[config.mk]
export PLATFORM = sky130hd
export DESIGN_NAME = hsync_gen_flat
export DESIGN_NICKNAME = d
export VERILOG_FILES = /design/src/rtl/hsync_gen_if.sv /design/src/rtl/hsync_gen.sv /design/src/flat_wrapper.sv
export SDC_FILE = /design/constraint.sdc
export NUM_CORES = 1
export LEC_CHECK = 0
export ABC_CLOCK_PERIOD_IN_PS = 4400
export CORE_AREA = 2 2 60 62
export CTS_BUF_LIST = sky130_fd_sc_hd__clkbuf_8 sky130_fd_sc_hd__clkbuf_16
export CTS_CLUSTER_SIZE = 8
export DETAILED_ROUTE_END_ITERATION = 10
export DIE_AREA = 0 0 62 64
export PLACE_DENSITY_LB_ADDON = 0.1
export SLEW_MARGIN = 20
export SYNTH_ARGS = -nofsm -noshare
export SYNTH_HDL_FRONTEND = slang
export SYNTH_SLANG_ARGS = --single-unit
[constraint.sdc]
create_clock -name clk -period 4.4 [get_ports clk]
set_clock_uncertainty 0.2 [all_clocks]
set_input_delay 0.88 -clock clk [delete_from_list [all_inputs] [get_ports clk]]
set_output_delay 0.88 -clock clk [all_outputs]
set_load 0.005 [all_outputs]
[src/rtl/hsync_gen_if.sv]
// Horizontal timing bus from hsync_gen to the vertical stage and the bar renderer.
interface hsync_gen_if;
    logic       hsync;
    logic       hvalid;
    logic [8:0] cntpix;
    logic [3:0] band;
    logic [4:0] bandpix;
    logic       gap;
    logic       hend;

    modport master (
        output hsync,
        output hvalid,
        output cntpix,
        output band,
        output bandpix,
        output gap,
        output hend
    );

    modport slave (
        input hsync,
        input hvalid,
        input cntpix,
        input band,
        input bandpix,
        input gap,
        input hend
    );
endinterface

[src/rtl/hsync_gen.sv]
// Horizontal timing generator for the 480x272 LCD: hsync, active window,
// pixel column and audio-bar column split. Every output is a flop loaded
// from the decode of the next line-counter value.
module hsync_gen #(
    parameter int unsigned H_TOTAL  = 525,
    parameter int unsigned H_SYNC   = 41,
    parameter int unsigned H_START  = 43,
    parameter int unsigned H_ACTIVE = 480,
    parameter int unsigned BAND_W   = 30,
    parameter int unsigned GAP_W    = 2
) (
    input  logic         clk,
    input  logic         rst_n,
    hsync_gen_if.master  bus
);

    localparam int unsigned HW     = $clog2(H_TOTAL);
    localparam int unsigned H_LAST = H_START + H_ACTIVE - 1;
    localparam int unsigned N_BAND = H_ACTIVE / BAND_W;

    // Reject parameter sets the decode below cannot represent.
    if (H_START < H_SYNC) begin : g_chk_start
        $fatal(1, "hsync_gen: H_START < H_SYNC");
    end
    if (H_START + H_ACTIVE > H_TOTAL) begin : g_chk_total
        $fatal(1, "hsync_gen: H_START+H_ACTIVE > H_TOTAL");
    end
    if ((H_ACTIVE % BAND_W) != 0) begin : g_chk_band
        $fatal(1, "hsync_gen: H_ACTIVE not a multiple of BAND_W");
    end
    if (GAP_W >= BAND_W) begin : g_chk_gap
        $fatal(1, "hsync_gen: GAP_W >= BAND_W");
    end
    if (N_BAND > 16) begin : g_chk_nband
        $fatal(1, "hsync_gen: more than 16 bars");
    end
    if (H_ACTIVE > 512) begin : g_chk_active
        $fatal(1, "hsync_gen: H_ACTIVE > 512");
    end

    logic [HW-1:0] hcnt_q;
    logic [HW-1:0] hcnt_nx;
    logic          hsync_q,   hsync_nx;
    logic          hvalid_q,  hvalid_nx;
    logic [8:0]    cntpix_q,  cntpix_nx;
    logic [3:0]    band_q,    band_nx;
    logic [4:0]    bandpix_q, bandpix_nx;
    logic          gap_q,     gap_nx;
    logic          hend_q,    hend_nx;

    // Next line position and the decode of every output for that position.
    always_comb begin
        hcnt_nx    = hcnt_q + HW'(1);
        hsync_nx   = 1'b1;
        hvalid_nx  = 1'b0;
        cntpix_nx  = '0;
        band_nx    = '0;
        bandpix_nx = '0;
        gap_nx     = 1'b0;
        hend_nx    = 1'b0;

        if (hcnt_q == HW'(H_TOTAL - 1)) begin
            hcnt_nx = '0;
        end

        hsync_nx  = (hcnt_nx >= HW'(H_SYNC));
        hvalid_nx = (hcnt_nx >= HW'(H_START)) && (hcnt_nx <= HW'(H_LAST));
        hend_nx   = (hcnt_nx == HW'(H_LAST));

        if (hvalid_nx) begin
            cntpix_nx = 9'(hcnt_nx - HW'(H_START));
        end

        // Bars advance incrementally; the first active pixel restarts them.
        if (hvalid_nx && (hcnt_nx != HW'(H_START))) begin
            if (bandpix_q == 5'(BAND_W - 1)) begin
                bandpix_nx = '0;
                band_nx    = band_q + 4'd1;
            end else begin
                bandpix_nx = bandpix_q + 5'd1;
                band_nx    = band_q;
            end
        end

        gap_nx = hvalid_nx && (bandpix_nx >= 5'(BAND_W - GAP_W));
    end

    // Counter and output registers; reset parks hcnt on the last clock so the
    // first edge after release starts a line with a clean hsync fall.
    always_ff @(posedge clk or negedge rst_n) begin
        if (!rst_n) begin
            hcnt_q    <= HW'(H_TOTAL - 1);
            hsync_q   <= 1'b1;
            hvalid_q  <= 1'b0;
            cntpix_q  <= '0;
            band_q    <= '0;
            bandpix_q <= '0;
            gap_q     <= 1'b0;
            hend_q    <= 1'b0;
        end else begin
            hcnt_q    <= hcnt_nx;
            hsync_q   <= hsync_nx;
            hvalid_q  <= hvalid_nx;
            cntpix_q  <= cntpix_nx;
            band_q    <= band_nx;
            bandpix_q <= bandpix_nx;
            gap_q     <= gap_nx;
            hend_q    <= hend_nx;
        end
    end

    assign bus.hsync   = hsync_q;
    assign bus.hvalid  = hvalid_q;
    assign bus.cntpix  = cntpix_q;
    assign bus.band    = band_q;
    assign bus.bandpix = bandpix_q;
    assign bus.gap     = gap_q;
    assign bus.hend    = hend_q;

endmodule

[src/flat_wrapper.sv]
// flat-port wrapper written by rule: the top's interface ports become plain ports
module hsync_gen_flat 
#(
    parameter int unsigned H_TOTAL  = 525,
    parameter int unsigned H_SYNC   = 41,
    parameter int unsigned H_START  = 43,
    parameter int unsigned H_ACTIVE = 480,
    parameter int unsigned BAND_W   = 30,
    parameter int unsigned GAP_W    = 2
)
  (clk, rst_n, bus_hsync, bus_hvalid, bus_cntpix, bus_band, bus_bandpix, bus_gap, bus_hend);
  hsync_gen_if bus_i ();
  input  logic clk;
  input  logic rst_n;
  output wire logic [$bits(bus_i.hsync)-1:0] bus_hsync;
  output wire logic [$bits(bus_i.hvalid)-1:0] bus_hvalid;
  output wire logic [$bits(bus_i.cntpix)-1:0] bus_cntpix;
  output wire logic [$bits(bus_i.band)-1:0] bus_band;
  output wire logic [$bits(bus_i.bandpix)-1:0] bus_bandpix;
  output wire logic [$bits(bus_i.gap)-1:0] bus_gap;
  output wire logic [$bits(bus_i.hend)-1:0] bus_hend;
  assign bus_hsync = bus_i.hsync;
  assign bus_hvalid = bus_i.hvalid;
  assign bus_cntpix = bus_i.cntpix;
  assign bus_band = bus_i.band;
  assign bus_bandpix = bus_i.bandpix;
  assign bus_gap = bus_i.gap;
  assign bus_hend = bus_i.hend;
  hsync_gen #(.H_TOTAL(H_TOTAL), .H_SYNC(H_SYNC), .H_START(H_START), .H_ACTIVE(H_ACTIVE), .BAND_W(BAND_W), .GAP_W(GAP_W)) u_core (.clk(clk), .rst_n(rst_n), .bus(bus_i));
endmodule
[After elaboration in Yosys (flattened, before gate mapping)]
Cells that the tools add are included.
Word-level totals
  bits in registers: 32
  bits in latches: 0
  RAM bits: 0
  memory bits (read-only): 0
  input port bits: 2
  word-level logic and storage cells: 30
  memories kept: 0
Operators by class
  add/subtract/negate cells: 4
  $mul: 0
  div/mod/pow operators: 0
  $lt $le $gt $ge: 4
  equality and inequality tests: 5
  shifts and indexed selects: 0
  multiplexer cells: 6
  bitwise gates (word level): 0
  reductions and logical operators: 3
Operator list (count)
  == test 10 bit (second input constant): 2
  greater-or-equal comparator 10 x 6 -> 1 bit (second input constant): 2
  adder 10 x 1 -> 10 bit (second input constant): 1
  less-or-equal comparator 10 bit (second input constant): 1
  2-to-1 mux 10 bit: 1
  2-to-1 mux 5 bit: 2
  inequality test 10 x 6 -> 1 bit (second input constant): 1
  2-to-1 mux 9 bit: 1
  subtractor 9 x 6 -> 9 bit (second input constant): 1
  2-to-1 mux 4 bit: 2
  adder 5 x 1 -> 5 bit (second input constant): 1
  == test 5 bit (second input constant): 1
  greater-or-equal comparator 5 bit (second input constant): 1
  adder 4 x 1 -> 4 bit (second input constant): 1
  logical AND 1 bit: 3
  inequality test 2 bit (second input constant): 1

[Depth between registers and ports, before layout]
  word-level depth: 8
  depth in mapped cells: 8

[Worst setup path before layout]
No wires, ideal clock.
  path type: register to register
  from: reg u_core.hcnt_q[0]
  to: reg u_core.bandpix_q[3], in the netlist u_core.bus.bandpix[3]
  library setup time: 0.140 ns
  arrival: 2.050 ns
  slack: 2.010 ns
  cell stages (with the launch flop): 8
  buffers on the path: 0
  period minus slack after synthesis: 2.390 ns
  path through: dfrtp_1 > ha_1 > and4_4 > and2_4 > nor4_2 > a2bb2o_2 > a21oi_4 > nor3_2
On the way
  cells in the longest elaborated chain, start to end: 6
Ends and longest elaborated chain
  from (decl): RTL line hsync_gen.sv:41  | logic [HW-1:0] hcnt_q;
  from (signal assigned): RTL line hsync_gen.sv:92  | hcnt_q <= HW'(H_TOTAL - 1);
  from (signal assigned): RTL line hsync_gen.sv:101  | hcnt_q <= hcnt_nx;
  adder 10 x 1 -> 10 bit / == test 10 bit (equally long branches): RTL line hsync_gen.sv:53, hsync_gen.sv:62
  2-to-1 mux 10 bit *: RTL line hsync_gen.sv:62  | if (hcnt_q == HW'(H_TOTAL - 1)) begin
  greater-or-equal comparator 10 x 6 -> 1 bit / less-or-equal comparator 10 bit (equally long branches): RTL line hsync_gen.sv:67  | hvalid_nx = (hcnt_nx >= HW'(H_START)) && (hcnt_nx <= HW'(H_LAST));
  logical AND 1 bit: RTL line hsync_gen.sv:67
  logical AND 1 bit *: RTL line hsync_gen.sv:75  | if (hvalid_nx && (hcnt_nx != HW'(H_START))) begin
  2-to-1 mux 5 bit *: RTL line hsync_gen.sv:75
  named net u_core.bandpix_nx[3]: RTL line hsync_gen.sv:47  | logic [4:0] bandpix_q, bandpix_nx;
  to (signal assigned): RTL line hsync_gen.sv:106  | bandpix_q <= bandpix_nx;
  to (decl): RTL line hsync_gen.sv:47
Mark *: on every way through the listed nets, which the timed path passes. The rest lies on a longest branch.
A chain may end at the register's enable or synchronous reset.

[Worst setup path in the final report]
  from: reg u_core.hcnt_q[3]
  to: reg u_core.bandpix_q[4], in the netlist u_core.bus.bandpix[4]
Same word-level chain as after synthesis.

==> results.py <==
metrics = {
    "status": {
        "status": "complete, no violations",
    },
    "drt": {
        "drt_iter0_drc": 51,
        "drc": 0,
        "via_count": 1256,
        "routed_wl_mm": 3.27,
        "wl_per_cell_um": 14.1,
        "dr.pass1.iters": 4,
        "avgViaCountPerCell": 5.41,
        "drtAntennaViolNets": 0,
    },
    "worst_setup_path": {
        "reg2reg_to": "u_core.bus.bandpix[4]",
        "r2r-start": "u_core.hcnt_q[3]",
        "cp_max_fo": 10,
        "endpoint": "u_core.bus.bandpix[4]",
        "start_kind": "flop",
        "rrSetupSlack_ns": 1.82,
        "cp-startpoint": "u_core.hcnt_q[3]",
        "arrival_ns": 2.59,
        "cp.required_ns": 4.40,
        "setup.worst_path.class": "reg -> reg",
        "end_kind": "flop",
        "reg2reg_depth": 6,
    },
    "timing": {
        "whs_ns": 0.366,
        "period_needed_ns": 2.58,
        "setup_viol_count_final": 0,
        "relSlewSlack_pct": 58.1,
        "finalHoldViolCount": 0,
        "max_freq_mhz": 387,
        "slew_violations": 0,
        "period_share_pct": 58.7,
        "rsz0062_at_grt": "false",
        "setup_tns_ns": 0,
        "tightest_slew_ns": 0.627,
    },
    "finish": {
        "ff_latch_area_um2": 806,
        "drive_gt1_share_pct": 17.7,
        "fin_nets": 194,
        "areaGrowthSynthToFinish_pct": 21.7,
        "multiInputGateArea_um2": 862,
        "fillers": 255,
        "utilization_pct": 64.2,
        "diodes": 0,
    },
    "yosys": {
        "synth_top_cell_by_area": "dfrtp_1",
        "synth_top_cells_by_count": "28 x dfrtp_1, 18 x nor2_1, 10 x xnor2_1",
        "synth.avg_cell_area_um2": 10.8,
        "synth_ff_type": "dfrtp_1",
        "synth_seq_cells": 32,
        "synth-edff-count": 0,
        "synth_most_common_cell": "dfrtp_1",
        "synth_cell_types": 45,
        "syn-instance-count": 160,
        "ys_warn_count": 0,
        "synth_area_leaders": "dfrtp_1 40%, dfstp_2 6.1%, ha_1 5.1%",
        "yosysSeqAreaShare_pct": 46.5,
        "synth_top_area_share_pct": 40.4,
        "async_flop_share_pct": 100,
        "syn_area_um2": 1730,
        "syn_nets": 169,
    },
    "placed_design": {
        "numPortBuffers": 23,
        "gp_congestion": 0.901,
        "dpl.hpwl_mm": 2.46,
    },
    "clock_tree": {
        "clk_pin_slew_worst_paths_ns": 0.07,
        "ctsHoldBuffers": 0,
        "cts.sinks": 32,
        "cts_tree": "done",
        "clkLatencyLatePin_ns": 0.29,
        "cts_buffer_depth": 2,
        "root_buffer": "clkbuf_8",
        "cts-htree-levels": 2,
        "cts_resized": 0,
        "cts_setup_buffers": 0,
        "cts_buffers": 5,
    },
    "global_route": {
        "grt_pass1_vias": 1218,
        "globalRouteOverflowTotal": 0,
        "grt_pass1_wl_mm": 5.58,
        "grt_max_degree": 33,
        "grt_use_total_pct": 19.3,
        "antenna_found_initial": 0,
    },
    "floorplan": {
        "core-area_um2": 3280,
        "initial_core_util_pct": 52.8,
        "die_h_um": 64,
        "rows": 21,
        "ios": 24,
        "die_w_um": 62,
        "die_area_um2": 3970,
    },
    "power": {
        "clock_power_share_pct": 48.2,
        "p_leak_nw": 0.922,
        "intPower_mw": 0.463,
        "seqPwrFrac_pct": 50.7,
        "powerDensity_nw_per_um2": 275,
        "power.total_mw": 0.581,
        "switching_power_mw": 0.118,
        "swShare_pct": 20.3,
        "peakVddDrop_mv": 0.197,
        "combPwrFrac_pct": 1.2,
    },
    "flow_run": {
        "cap_violations": 0,
    },
    "worst_hold_path": {
        "min_delay_path_depth": 2,
        "hp-class": "reg -> reg",
    },
}
==> worst min-delay path by stage <==
stage | from | endpoint | slack, ns
2_1_floorplan | u_core.bus.band[3] | u_core.bus.band[3] | 0.33
3_3_place_gp | u_core.bus.band[3] | u_core.bus.band[3] | 0.32
3_5_place_dp | u_core.bus.band[3] | u_core.bus.band[3] | 0.35
4_1_cts | u_core.bus.band[3] | u_core.bus.band[3] | 0.37
5_1_grt | u_core.bus.band[3] | u_core.bus.band[3] | 0.40
6_report | u_core.bus.band[3] | u_core.bus.band[3] | 0.37
==> power groups by stage <==
stage / logic [mW] / registers, mW / clock network (mW)
global placement: 0.00714 / 0.300 / 0
finish: 0.00673 / 0.294 / 0.280
detailed placement: 0.00730 / 0.300 / 0
floorplan: 0.000000406 / 0.300 / 0
global route: 0.00829 / 0.294 / 0.298
CTS: 0.00728 / 0.294 / 0.287
==> sequential cells by signal, summed over array words and instances (netlist names) <==
name / count
u_core.hcnt_q: 10
u_core.bus.hend: 1
u_core.bus.hsync: 1
u_core.bus.hvalid: 1
u_core.bus.band: 4
u_core.bus.gap: 1
u_core.bus.cntpix: 9
u_core.bus.bandpix: 5
==> final cells by class <==
cell class                      count  share of cell area [%]
Timing Repair Buffer               24                    11.3
Inverter                            8                    1.66
Multi-Input combinational cell    114                    40.9
Clock inverter                      3                    2.02
Tap cell                           46                    2.73
Sequential cell                    32                    38.2
Clock buffer                        5                    3.26
==> routing by layer <==
layer  GRT usage, %  up-vias  share of wire (%)
li1               -      610                  -
met1           24.5      608                 43
met2           30.2       32                 51
met3           6.07        6                4.2
met4           7.18        0                1.9
met5              0        -                  0
==> kinds of logic (layout without fill, tap and decap cells) <==
group / count (synthesis) / count (layout) / share of synthesized area [%]
simple gates: 60 / 60 / 21.2
flops: 32 / 32 / 46.5
buf+inv: 14 / 40 / 3.75
fa+ha+maj: 7 / 7 / 5.05
compound gates: 27 / 27 / 13.3
mux: 1 / 1 / 0.578
xor+xnor: 19 / 19 / 9.60
==> cell usage in the layout (no fill, tap or decap), types with 2 or more instances in the layout <==
cell | Yosys | layout
ha_1 | 7 | 7
xor2_1 | 9 | 9
a21oi_1 | 6 | 6
o31ai_1 | 2 | 2
nor3_1 | 3 | 3
nand4_1 | 3 | 3
nor3_2 | 7 | 7
nor2b_1 | 2 | 2
dfstp_2 | 4 | 4
a21oi_4 | 2 | 2
nand3b_1 | 2 | 2
clkbuf_8 | 0 | 5
nand3_1 | 6 | 6
nand2b_1 | 3 | 3
o21ai_0 | 3 | 3
nor2_1 | 18 | 18
dfrtp_1 | 28 | 28
o21a_1 | 3 | 3
and4_4 | 2 | 2
nand2_1 | 6 | 6
clkdlybuf4s50_1 | 0 | 23
xnor2_1 | 10 | 10
inv_1 | 7 | 7
==> critical path, stage by stage, from the launching register on <==
cell and delay, ns:
dfstp_2 0.60, nor4bb_1 0.32, and3_1 0.25, nor2b_1 0.54, o221a_4 0.33, a21oi_4 0.08, nor3_2 0.20
==> stage by stage <==
| step | instances | area, um^2 | setup WS, ns |
|---|---|---|---|
| 2_1_floorplan | 160 | 1730 | 2.01 |
| 3_3_place_gp | 224 | 2000 | 1.89 |
| 3_5_place_dp | 224 | 2000 | 1.79 |
| 4_1_cts | 232 | 2110 | 1.81 |
| 5_1_grt | 232 | 2110 | 1.64 |
| 6_report | 232 | 2110 | 1.82 |
Power figures use the tool's default switching activity.
